### src/rtl/ddr_test_uart_report_if.sv
// Result handshake from the DDR3 test plus the serial report line and status.
interface ddr_test_uart_report_if;
   logic        test_done;
   logic        test_pass;
   logic [15:0] err_count;
   logic        uart_txp;
   logic        busy;
   logic [1:0]  dbg_state;

   // test_done is a one-cycle pulse; test_pass/err_count are only meaningful while it is high.
   modport master (
      output test_done, test_pass, err_count,
      input  uart_txp, busy, dbg_state
   );

   modport slave (
      input  test_done, test_pass, err_count,
      output uart_txp, busy, dbg_state
   );
endinterface

### src/rtl/ddr_test_uart_report.sv
// Sends an 11-byte "PASS xxxx\r\n" / "FAIL xxxx\r\n" report over an 8N1 UART for each
// DDR3 test result, with a single-entry pending slot for results arriving mid-report.
module ddr_test_uart_report #(
   parameter int CLK_FREQ  = 27_000_000,
   parameter int BAUD_RATE = 115_200
) (
   input logic                    clk,
   input logic                    rst,
   ddr_test_uart_report_if.slave  bus
);
   localparam int CLKS_PER_BIT = CLK_FREQ / BAUD_RATE;
   localparam int TW = $clog2(CLKS_PER_BIT);
   localparam logic [TW-1:0] TIMER_LAST = TW'(CLKS_PER_BIT - 1);

   typedef enum logic [1:0] {IDLE = 2'd0, START = 2'd1, DATA = 2'd2, STOP = 2'd3} state_e;

   state_e         state_q, state_d;
   logic [TW-1:0]  timer_q, timer_d;
   logic [2:0]     bit_idx_q, bit_idx_d;
   logic [3:0]     byte_idx_q, byte_idx_d;
   logic           pass_q, pass_d;
   logic [15:0]    err_q, err_d;
   logic           pend_q, pend_d;
   logic           pend_pass_q, pend_pass_d;
   logic [15:0]    pend_err_q, pend_err_d;
   logic           txp_q, txp_d;
   logic           busy_q, busy_d;
   logic           timer_last;
   logic [7:0]     cur_char;

   function automatic logic [7:0] hex_char(input logic [3:0] n);
      return (n < 4'd10) ? (8'h30 + {4'h0, n}) : (8'h37 + {4'h0, n});
   endfunction

   function automatic logic [7:0] report_char(input logic [3:0] idx, input logic pass,
                                              input logic [15:0] err);
      case (idx)
         4'd0:    return pass ? 8'h50 : 8'h46;
         4'd1:    return 8'h41;
         4'd2:    return pass ? 8'h53 : 8'h49;
         4'd3:    return pass ? 8'h53 : 8'h4C;
         4'd4:    return 8'h20;
         4'd5:    return hex_char(err[15:12]);
         4'd6:    return hex_char(err[11:8]);
         4'd7:    return hex_char(err[7:4]);
         4'd8:    return hex_char(err[3:0]);
         4'd9:    return 8'h0D;
         default: return 8'h0A;
      endcase
   endfunction

   always_ff @(posedge clk) begin
      if (rst) begin
         state_q     <= IDLE;
         timer_q     <= '0;
         bit_idx_q   <= '0;
         byte_idx_q  <= '0;
         pass_q      <= 1'b0;
         err_q       <= '0;
         pend_q      <= 1'b0;
         pend_pass_q <= 1'b0;
         pend_err_q  <= '0;
         txp_q       <= 1'b1;
         busy_q      <= 1'b0;
      end else begin
         state_q     <= state_d;
         timer_q     <= timer_d;
         bit_idx_q   <= bit_idx_d;
         byte_idx_q  <= byte_idx_d;
         pass_q      <= pass_d;
         err_q       <= err_d;
         pend_q      <= pend_d;
         pend_pass_q <= pend_pass_d;
         pend_err_q  <= pend_err_d;
         txp_q       <= txp_d;
         busy_q      <= busy_d;
      end
   end

   always_comb begin
      state_d     = state_q;
      timer_d     = timer_q;
      bit_idx_d   = bit_idx_q;
      byte_idx_d  = byte_idx_q;
      pass_d      = pass_q;
      err_d       = err_q;
      pend_d      = pend_q;
      pend_pass_d = pend_pass_q;
      pend_err_d  = pend_err_q;
      timer_last  = (timer_q == TIMER_LAST);

      if (state_q != IDLE) begin
         timer_d = timer_last ? '0 : timer_q + TW'(1);
         // A result arriving mid-report overwrites any earlier pending one.
         if (bus.test_done) begin
            pend_d      = 1'b1;
            pend_pass_d = bus.test_pass;
            pend_err_d  = bus.err_count;
         end
      end

      case (state_q)
         IDLE: begin
            if (bus.test_done) begin
               state_d    = START;
               pass_d     = bus.test_pass;
               err_d      = bus.err_count;
               timer_d    = '0;
               bit_idx_d  = '0;
               byte_idx_d = '0;
            end
         end
         START: begin
            if (timer_last) begin
               state_d   = DATA;
               bit_idx_d = '0;
            end
         end
         DATA: begin
            if (timer_last) begin
               if (bit_idx_q == 3'd7) state_d = STOP;
               else                   bit_idx_d = bit_idx_q + 3'd1;
            end
         end
         STOP: begin
            if (timer_last) begin
               if (byte_idx_q != 4'd10) begin
                  byte_idx_d = byte_idx_q + 4'd1;
                  state_d    = START;
               end else begin
                  byte_idx_d = '0;
                  // A pulse in this very cycle counts as pending and wins over an older one.
                  if (pend_q || bus.test_done) begin
                     state_d = START;
                     pass_d  = bus.test_done ? bus.test_pass : pend_pass_q;
                     err_d   = bus.test_done ? bus.err_count : pend_err_q;
                     pend_d  = 1'b0;
                  end else begin
                     state_d = IDLE;
                  end
               end
            end
         end
         default: state_d = IDLE;
      endcase
   end

   // Line level is registered from the next-state view so the output has no input path.
   always_comb begin
      cur_char = report_char(byte_idx_d, pass_d, err_d);
      busy_d   = (state_d != IDLE);
      case (state_d)
         START:   txp_d = 1'b0;
         DATA:    txp_d = cur_char[bit_idx_d];
         default: txp_d = 1'b1;
      endcase
   end

   assign bus.uart_txp  = txp_q;
   assign bus.busy      = busy_q;
   assign bus.dbg_state = state_q;
endmodule
### src/flat_wrapper.sv
// flat-port wrapper written by rule: the top's interface ports become plain ports
module ddr_test_uart_report_flat 
#(
   parameter int CLK_FREQ  = 27_000_000,
   parameter int BAUD_RATE = 115_200
)
  (clk, rst, bus_test_done, bus_test_pass, bus_err_count, bus_uart_txp, bus_busy, bus_dbg_state);
  ddr_test_uart_report_if bus_i ();
  input logic clk;
  input logic rst;
  input wire logic [$bits(bus_i.test_done)-1:0] bus_test_done;
  input wire logic [$bits(bus_i.test_pass)-1:0] bus_test_pass;
  input wire logic [$bits(bus_i.err_count)-1:0] bus_err_count;
  output wire logic [$bits(bus_i.uart_txp)-1:0] bus_uart_txp;
  output wire logic [$bits(bus_i.busy)-1:0] bus_busy;
  output wire logic [$bits(bus_i.dbg_state)-1:0] bus_dbg_state;
  assign bus_i.test_done = bus_test_done;
  assign bus_i.test_pass = bus_test_pass;
  assign bus_i.err_count = bus_err_count;
  assign bus_uart_txp = bus_i.uart_txp;
  assign bus_busy = bus_i.busy;
  assign bus_dbg_state = bus_i.dbg_state;
  ddr_test_uart_report #(.CLK_FREQ(CLK_FREQ), .BAUD_RATE(BAUD_RATE)) u_core (.clk(clk), .rst(rst), .bus(bus_i));
endmodule
### config.mk
export PLATFORM = sky130hd
export DESIGN_NAME = ddr_test_uart_report_flat
export DESIGN_NICKNAME = d
export VERILOG_FILES = /design/src/rtl/ddr_test_uart_report_if.sv /design/src/rtl/ddr_test_uart_report.sv /design/src/flat_wrapper.sv
export SDC_FILE = /design/constraint.sdc
export NUM_CORES = 1
export LEC_CHECK = 0
export ABC_AREA = 1
export BUFFER_PORTS_ARGS = -buffer_cell sky130_fd_sc_hd__buf_4
export CORE_MARGIN = 2
export CORE_UTILIZATION = 45
export CTS_CLUSTER_DIAMETER = 100
export DETAILED_ROUTE_END_ITERATION = 10
export PLACE_DENSITY_LB_ADDON = 0.15
export RECOVER_POWER = 50
export SETUP_SLACK_MARGIN = 0.15
export SYNTH_ARGS = -nofsm -noshare
export SYNTH_HDL_FRONTEND = slang
export SYNTH_SLANG_ARGS = --single-unit
### constraint.sdc
create_clock -name clk -period 4 [get_ports clk]
set_clock_uncertainty 0.1 [all_clocks]
set_input_delay 0.8 -clock clk [delete_from_list [all_inputs] [get_ports clk]]
set_output_delay 0.8 -clock clk [all_outputs]
set_load 0.02 [all_outputs]
# Word-level counts from Yosys, hierarchy flattened
# Cells that the tools add are included.
# word_totals
register_bits,54
wordCells,99
# op_classes
n_addsub,11
magnitude_cmp,5
eq_ne,17
n_mux,50
n_reduce_logical,5
# ops
cell,count
two-way mux 16 bit,5
case mux 8 bit (10 select lines),1
two-way mux 8 bit,8
"adder 6 x 4 -> 7 bit, first input constant",8
case mux 16 bit (2 select lines),1
"equality test 4 x 3 -> 1 bit, second input constant",4
"less-than comparator 4 bit, second input constant",4
two-way mux 5 bit,3
two-way mux 1 bit,13
two-way mux 2 bit,6
two-way mux 3 bit,4
two-way mux 4 bit,3
case mux 3 bit (3 select lines),1
"adder 8 x 1 -> 8 bit, second input constant",1
"equality test 4 x 2 -> 1 bit, second input constant",2
"equality test 4 bit, second input constant",2
"equality test 8 bit, second input constant",1
case mux 2 bit (4 select lines),1
case mux 4 bit (2 select lines),1
"equality test 2 bit, second input constant",3
"adder 4 x 1 -> 4 bit, second input constant",1
"equality test 2 x 1 -> 1 bit, second input constant",2
"equality test 4 x 1 -> 1 bit, second input constant",1
zero test 4 bit,1
other kinds (9),11

# Depth between registers and ports, before layout
# depth
word_depth,11
ltp_mapped,26

# Least setup slack after synthesis
# Ideal clock, no wire load.
# synth_path
path_type,input-to-reg
from,in bus_test_done
to,reg u_core.txp_q (netlist: u_core.bus.uart_txp)
arrival_time_ns,2.643
slack_ns,1.144
cell_stages,19
n_path_buf,2
cell_sequence,buf_4 > nor2_4 > nor2_4 > nand2_4 > buf_6 > inv_1 > o21ai_0 > inv_1 > ha_1 > nand3_1 > nand3_1 > nor2_1 > nor2_1 > nor2_1 > nand2_1 > nand3_1 > nand2_1 > nor2_1 > nor2_1
# synth_between
elab_chain_cells,11
elab_cells_between_ends,57
classes_between,add/sub (8); order compare (4); eq/ne (11); mux (32); reduce/logical (2)
# synth_lines
element,line,source
"start, declared",flat_wrapper.sv:11,input wire logic [$bits(bus_i.test_done)-1:0] bus_test_done;
two-way mux 16 bit / logical OR 1 bit (equally long branches),"ddr_test_uart_report.sv:136, ddr_test_uart_report.sv:133",
two-way mux 16 bit,ddr_test_uart_report.sv:133,if (pend_q || bus.test_done) begin
two-way mux 16 bit,ddr_test_uart_report.sv:127,if (byte_idx_q != 4'd10) begin
two-way mux 16 bit,ddr_test_uart_report.sv:126,if (timer_last) begin
case mux 16 bit (2 select lines),ddr_test_uart_report.sv:102,case (state_q)
adder 6 x 4 -> 7 bit / less-than comparator 4 bit (equally long branches),ddr_test_uart_report.sv:32,"return (n < 4'd10) ? (8'h30 + {4'h0, n}) : (8'h37 + {4'h0, n});"
two-way mux 8 bit,ddr_test_uart_report.sv:32,
case mux 8 bit (10 select lines),ddr_test_uart_report.sv:37,case (idx)
binary-select mux 1 bit (select 3 bit),ddr_test_uart_report.sv:154,DATA: txp_d = cur_char[bit_idx_d];
two-way mux 1 bit (not written as such),ddr_test_uart_report.sv:154,
case mux 1 bit (2 select lines) *,ddr_test_uart_report.sv:152,case (state_d)
"end signal, assigned",ddr_test_uart_report.sv:75,txp_q <= txp_d;
"end, declared",ddr_test_uart_report.sv:26,"logic txp_q, txp_d;"
# Mark *: on every way between the ends. The rest lies on a longest branch, timed or not. The select of a mux whose other input is x is not followed.
# A chain may end at the register's enable or synchronous reset.

# Worst setup path after layout
# layout_path
from,reg u_core.state_q[1] (netlist: u_core.bus.dbg_state[1])
to,reg u_core.txp_q (netlist: u_core.bus.uart_txp)
# layout_between
elab_chain_cells,8
elab_cells_between_ends,49
classes_between,add/sub (8); order compare (4); eq/ne (14); mux (21); reduce/logical (2)
# layout_lines
element,line,source
"start, declared",ddr_test_uart_report.sv:17,"state_e state_q, state_d;"
"start signal, assigned",ddr_test_uart_report.sv:66,state_q <= state_d;
equality test 2 bit / zero test 2 bit (equally long branches),ddr_test_uart_report.sv:102,
case mux 16 bit (2 select lines),ddr_test_uart_report.sv:102,
adder 6 x 4 -> 7 bit / less-than comparator 4 bit (equally long branches),ddr_test_uart_report.sv:32,
two-way mux 8 bit,ddr_test_uart_report.sv:32,
case mux 8 bit (10 select lines),ddr_test_uart_report.sv:37,
binary-select mux 1 bit (select 3 bit),ddr_test_uart_report.sv:154,
two-way mux 1 bit (not written as such),ddr_test_uart_report.sv:154,
case mux 1 bit (2 select lines) *,ddr_test_uart_report.sv:152,
# Marks and branches as above.

==> impl_metrics.csv <==
group,metric,value,unit
power_and_ir_drop,p_per_area,280,nW/um^2
layout,finalInstanceArea,4140,um^2
synth,synth.area.top_cells,"dfxtp_1 28%, nand2_1 18%, nor2_1 10%",
global_routing,grt_overflow,0,
synth,ys_seq_area_share,27.9,%
layout,ff_latch_area,1080,um^2
status,status,"completed",
clock_network,cts-buffers-inserted,5,
clock_network,ctsHoldBuffers,0,
timing,setup_viol,0,
global_routing,grt_max_degree,32,
layout,fin_nets,679,
synth,ys_seq_elements,54,
power_and_ir_drop,ir_drop,0.000126,V
power_and_ir_drop,netSwitchingFraction,33.3,%
worst_setup_path,rr_worst_depth,20,
layout,area_delta_synth_final,6.75,%
worst_setup_path,crit_start,"u_core.bus.dbg_state[1]",
synth,syn_area,3870,um^2
power_and_ir_drop,seqPwrFrac,50.5,%
clock_network,clk_latency,0.31,ns
timing,tightestPinTransition,0.685,ns
clock_network,cts_root_buf,"clkbuf_8",
floorplanning,fp.dieW,96.8,um
synth,yosysTopAreaCellShare,27.9,%
min_path,hold_start,"u_core.pend_err_q[3]",
layout,antennaDiodeCount,0,
routing,first_pass_iters,5,
timing,fin_crit_sh,89.7,%
timing,final.setup.tns,0,ns
placed_design,port_buffers,23,
min_path,whs_endpoint,"u_core.pend_err_q[3]",
clock_network,clock-sinks,54,
timing,slew_viol_final,0,
clock_network,tritoncts,"yes",
timing,relSlewSlack,54.3,%
timing,setup_ws,0.412,ns
placed_design,dp_slack,0.501,ns
routing,ant_nets,0,
power_and_ir_drop,p_leak,1.88,nW
timing,fmax,279,MHz
layout,multiInputGateArea,2410,um^2
synth,synth_nets,666,
global_routing,grt_pass1_vias,3661,
timing,timing.final.crit_period,3.59,ns
timing,hold_viol,0,
layout,drive_above_1_share,13.0,%
routing,drt_iter0_drc,257,
clock_network,clkTransAtPathRegs,0.10,ns
worst_setup_path,worstSetupPathType,"reg2reg",
power_and_ir_drop,pwr-share-clk,26.5,%
worst_setup_path,cp_max_fo,17,
synth,yosysTopAreaCell,"dfxtp_1",
floorplanning,io_pins,24,
global_routing,grt_antenna_before_repair,0,
clock_network,post_cts_buffers,0,
floorplanning,rows,33,
placed_design,dpl.hpwl,7530,um
floorplanning,die-height,96.8,um
routing,wl,9940,um
routing,num_vias,3938,
placed_design,globalplace.congestion,0.894,
synth,netlist_instances,635,
floorplanning,die_area,9370,um^2
floorplanning,initial_core_util,46.7,%
min_path,whs_path_depth,2,
global_routing,grt_pass1_wl,16800,um
synth,ys_types,41,
power_and_ir_drop,p_int,0.000772,W
worst_setup_path,cp_data_required_time,4.11,ns
routing,vias_per_cell,5.23,
power_and_ir_drop,p_switching,0.000385,W
clock_network,cts-resized-gates,0,
worst_setup_path,reg2reg_slack,0.41,ns
timing,rsz0062_at_grt,"no",
routing,wl_per_cell,13.2,um
power_and_ir_drop,pwr-share-comb,23.0,%
synth,syn_area_per_cell,6.10,um^2
routing,drc,0,
worst_setup_path,end_kind,"flop",
placed_design,placed_area,4090,um^2
timing,hold-worst-slack,0.378,ns
worst_setup_path,r2r_end,"u_core.bus.uart_txp",
worst_setup_path,r2r_start,"u_core.bus.dbg_state[1]",
run,cap_viol_max_count,0,
worst_setup_path,cp.arrival,3.70,ns
min_path,hold_path.class,"reg2reg",
clock_network,htree_levels,2,
global_routing,grtUsageTotal,21.3,%
clock_network,clockBufferDepth,2,
floorplanning,coreArea,8300,um^2
layout,fillers,863,
worst_setup_path,crit_path_start_kind,"flop",
synth,synth_warnings,0,
layer usage:
layer  vias up  part of all wire (%)  GRT usage [%]
met5         -                     0              0
met4         0                   2.7           7.15
met3        23                   4.2           3.11
met2        97                    45           35.1
met1      1775                    48           28.5
li1       2043                     -              -
flip-flops by register name (all words and copies together), names as in the netlist:
signal	cells
u_core.bus.busy	1
u_core.timer_q	8
u_core.bus.dbg_state	2
u_core.err_q	16
u_core.pend_err_q	16
u_core.bit_idx_q	3
u_core.bus.uart_txp	1
u_core.pend_pass_q	1
u_core.pend_q	1
u_core.byte_idx_q	4
u_core.pass_q	1
worst max path at each step:
stage                                     end  slack (ns)
after detailed placement  u_core.bus.uart_txp        0.50
final                     u_core.bus.uart_txp        0.41
after global placement    u_core.bus.uart_txp        0.47
after CTS                 u_core.bus.uart_txp        0.48
after global routing      u_core.bus.uart_txp        0.11
after floorplan           u_core.bus.uart_txp        1.14
worst max-delay path: stages (launching register included):
cell and delay, ns:
dfxtp_1 0.37, inv_1 0.13, ha_1 0.50, inv_2 0.26, nor2_4 0.29, nor2_1 0.17, nand2_4 0.23, inv_1 0.06
o21ai_0 0.21, inv_1 0.12, ha_1 0.23, nand3_1 0.09, nand3_1 0.13, nor2_1 0.11, nor2_1 0.05, nor2_1 0.11
nand2_1 0.06, nand3_1 0.08, nand2_1 0.05, nor2_1 0.09, nor2_1 0.04
layout by cell type, fill, tap and decap left out, types with 2 or more instances in the layout:
cell      instances
o22ai_1          11
buf_4            21
nor2_4            9
dfxtp_1          54
nand2_2          16
nand2_4           6
clkbuf_1          6
nand2_1         188
o21ai_1           2
ha_1             11
inv_1            51
nor2_2            3
nor3_1            2
o21ai_0          33
nor2_1          106
a21oi_1          26
a21o_1            2
nand4_1           4
a31oi_1           2
clkinv_1          3
nand3_1          54
clkbuf_8          5
a21oi_2           2
inv_2            14
kinds of logic after synthesis:
family,after synthesis,synth area share [%]
adder cells (fa/ha/maj),11,3.55
AO/OA/AOI/OAI,85,12.5
buffers and inverters,89,9.53
flip-flops,54,27.9
XOR/XNOR,1,0.226
AND/OR/NAND/NOR,395,46.3
cell type report:
class,instances,area share (%)
clock buffer,6,1.75
clock inverter,1,0.182
inverter,69,6.29
multi-input combinational,492,58.2
sequential,54,26.1
tap,105,3.18
timing repair buffer,26,4.27
power by group through the flow:
stage / clock network [W] / logic (W) / registers (W)
after floorplan: 0 / 0.000199 / 0.000597
final: 0.000307 / 0.000267 / 0.000584
after CTS: 0.000313 / 0.000274 / 0.000584
after detailed placement: 0 / 0.000273 / 0.000597
after global placement: 0 / 0.000268 / 0.000596
after global routing: 0.000334 / 0.000304 / 0.000588
synth_stat cells (all sizes together):
master	instances
a21o	2
a22oi	1
buf	10
nand3	56
clkbuf	10
xnor2	1
o22ai	11
nand2	210
dfxtp	54
a21oi	28
nor2	118
a32oi	1
a31oi	2
a21boi	1
a2111oi	1
ha	11
inv	65
a211oi	1
o21ai	36
and3	2
or2	1
nand4	5
nand3b	1
o211ai	1
nor3	2
clkinv	4
per-stage QoR:
step | util, % | power [W] | cells
global placement | 49.3 | 0.000864 | 746
global route | 49.8 | 0.00123 | 753
floorplan | - | 0.000796 | 635
CTS | 50.3 | 0.00117 | 753
detailed placement | 49.3 | 0.000869 | 746
finish | 49.8 | 0.00116 | 753
(Power assumes the default switching activity.)
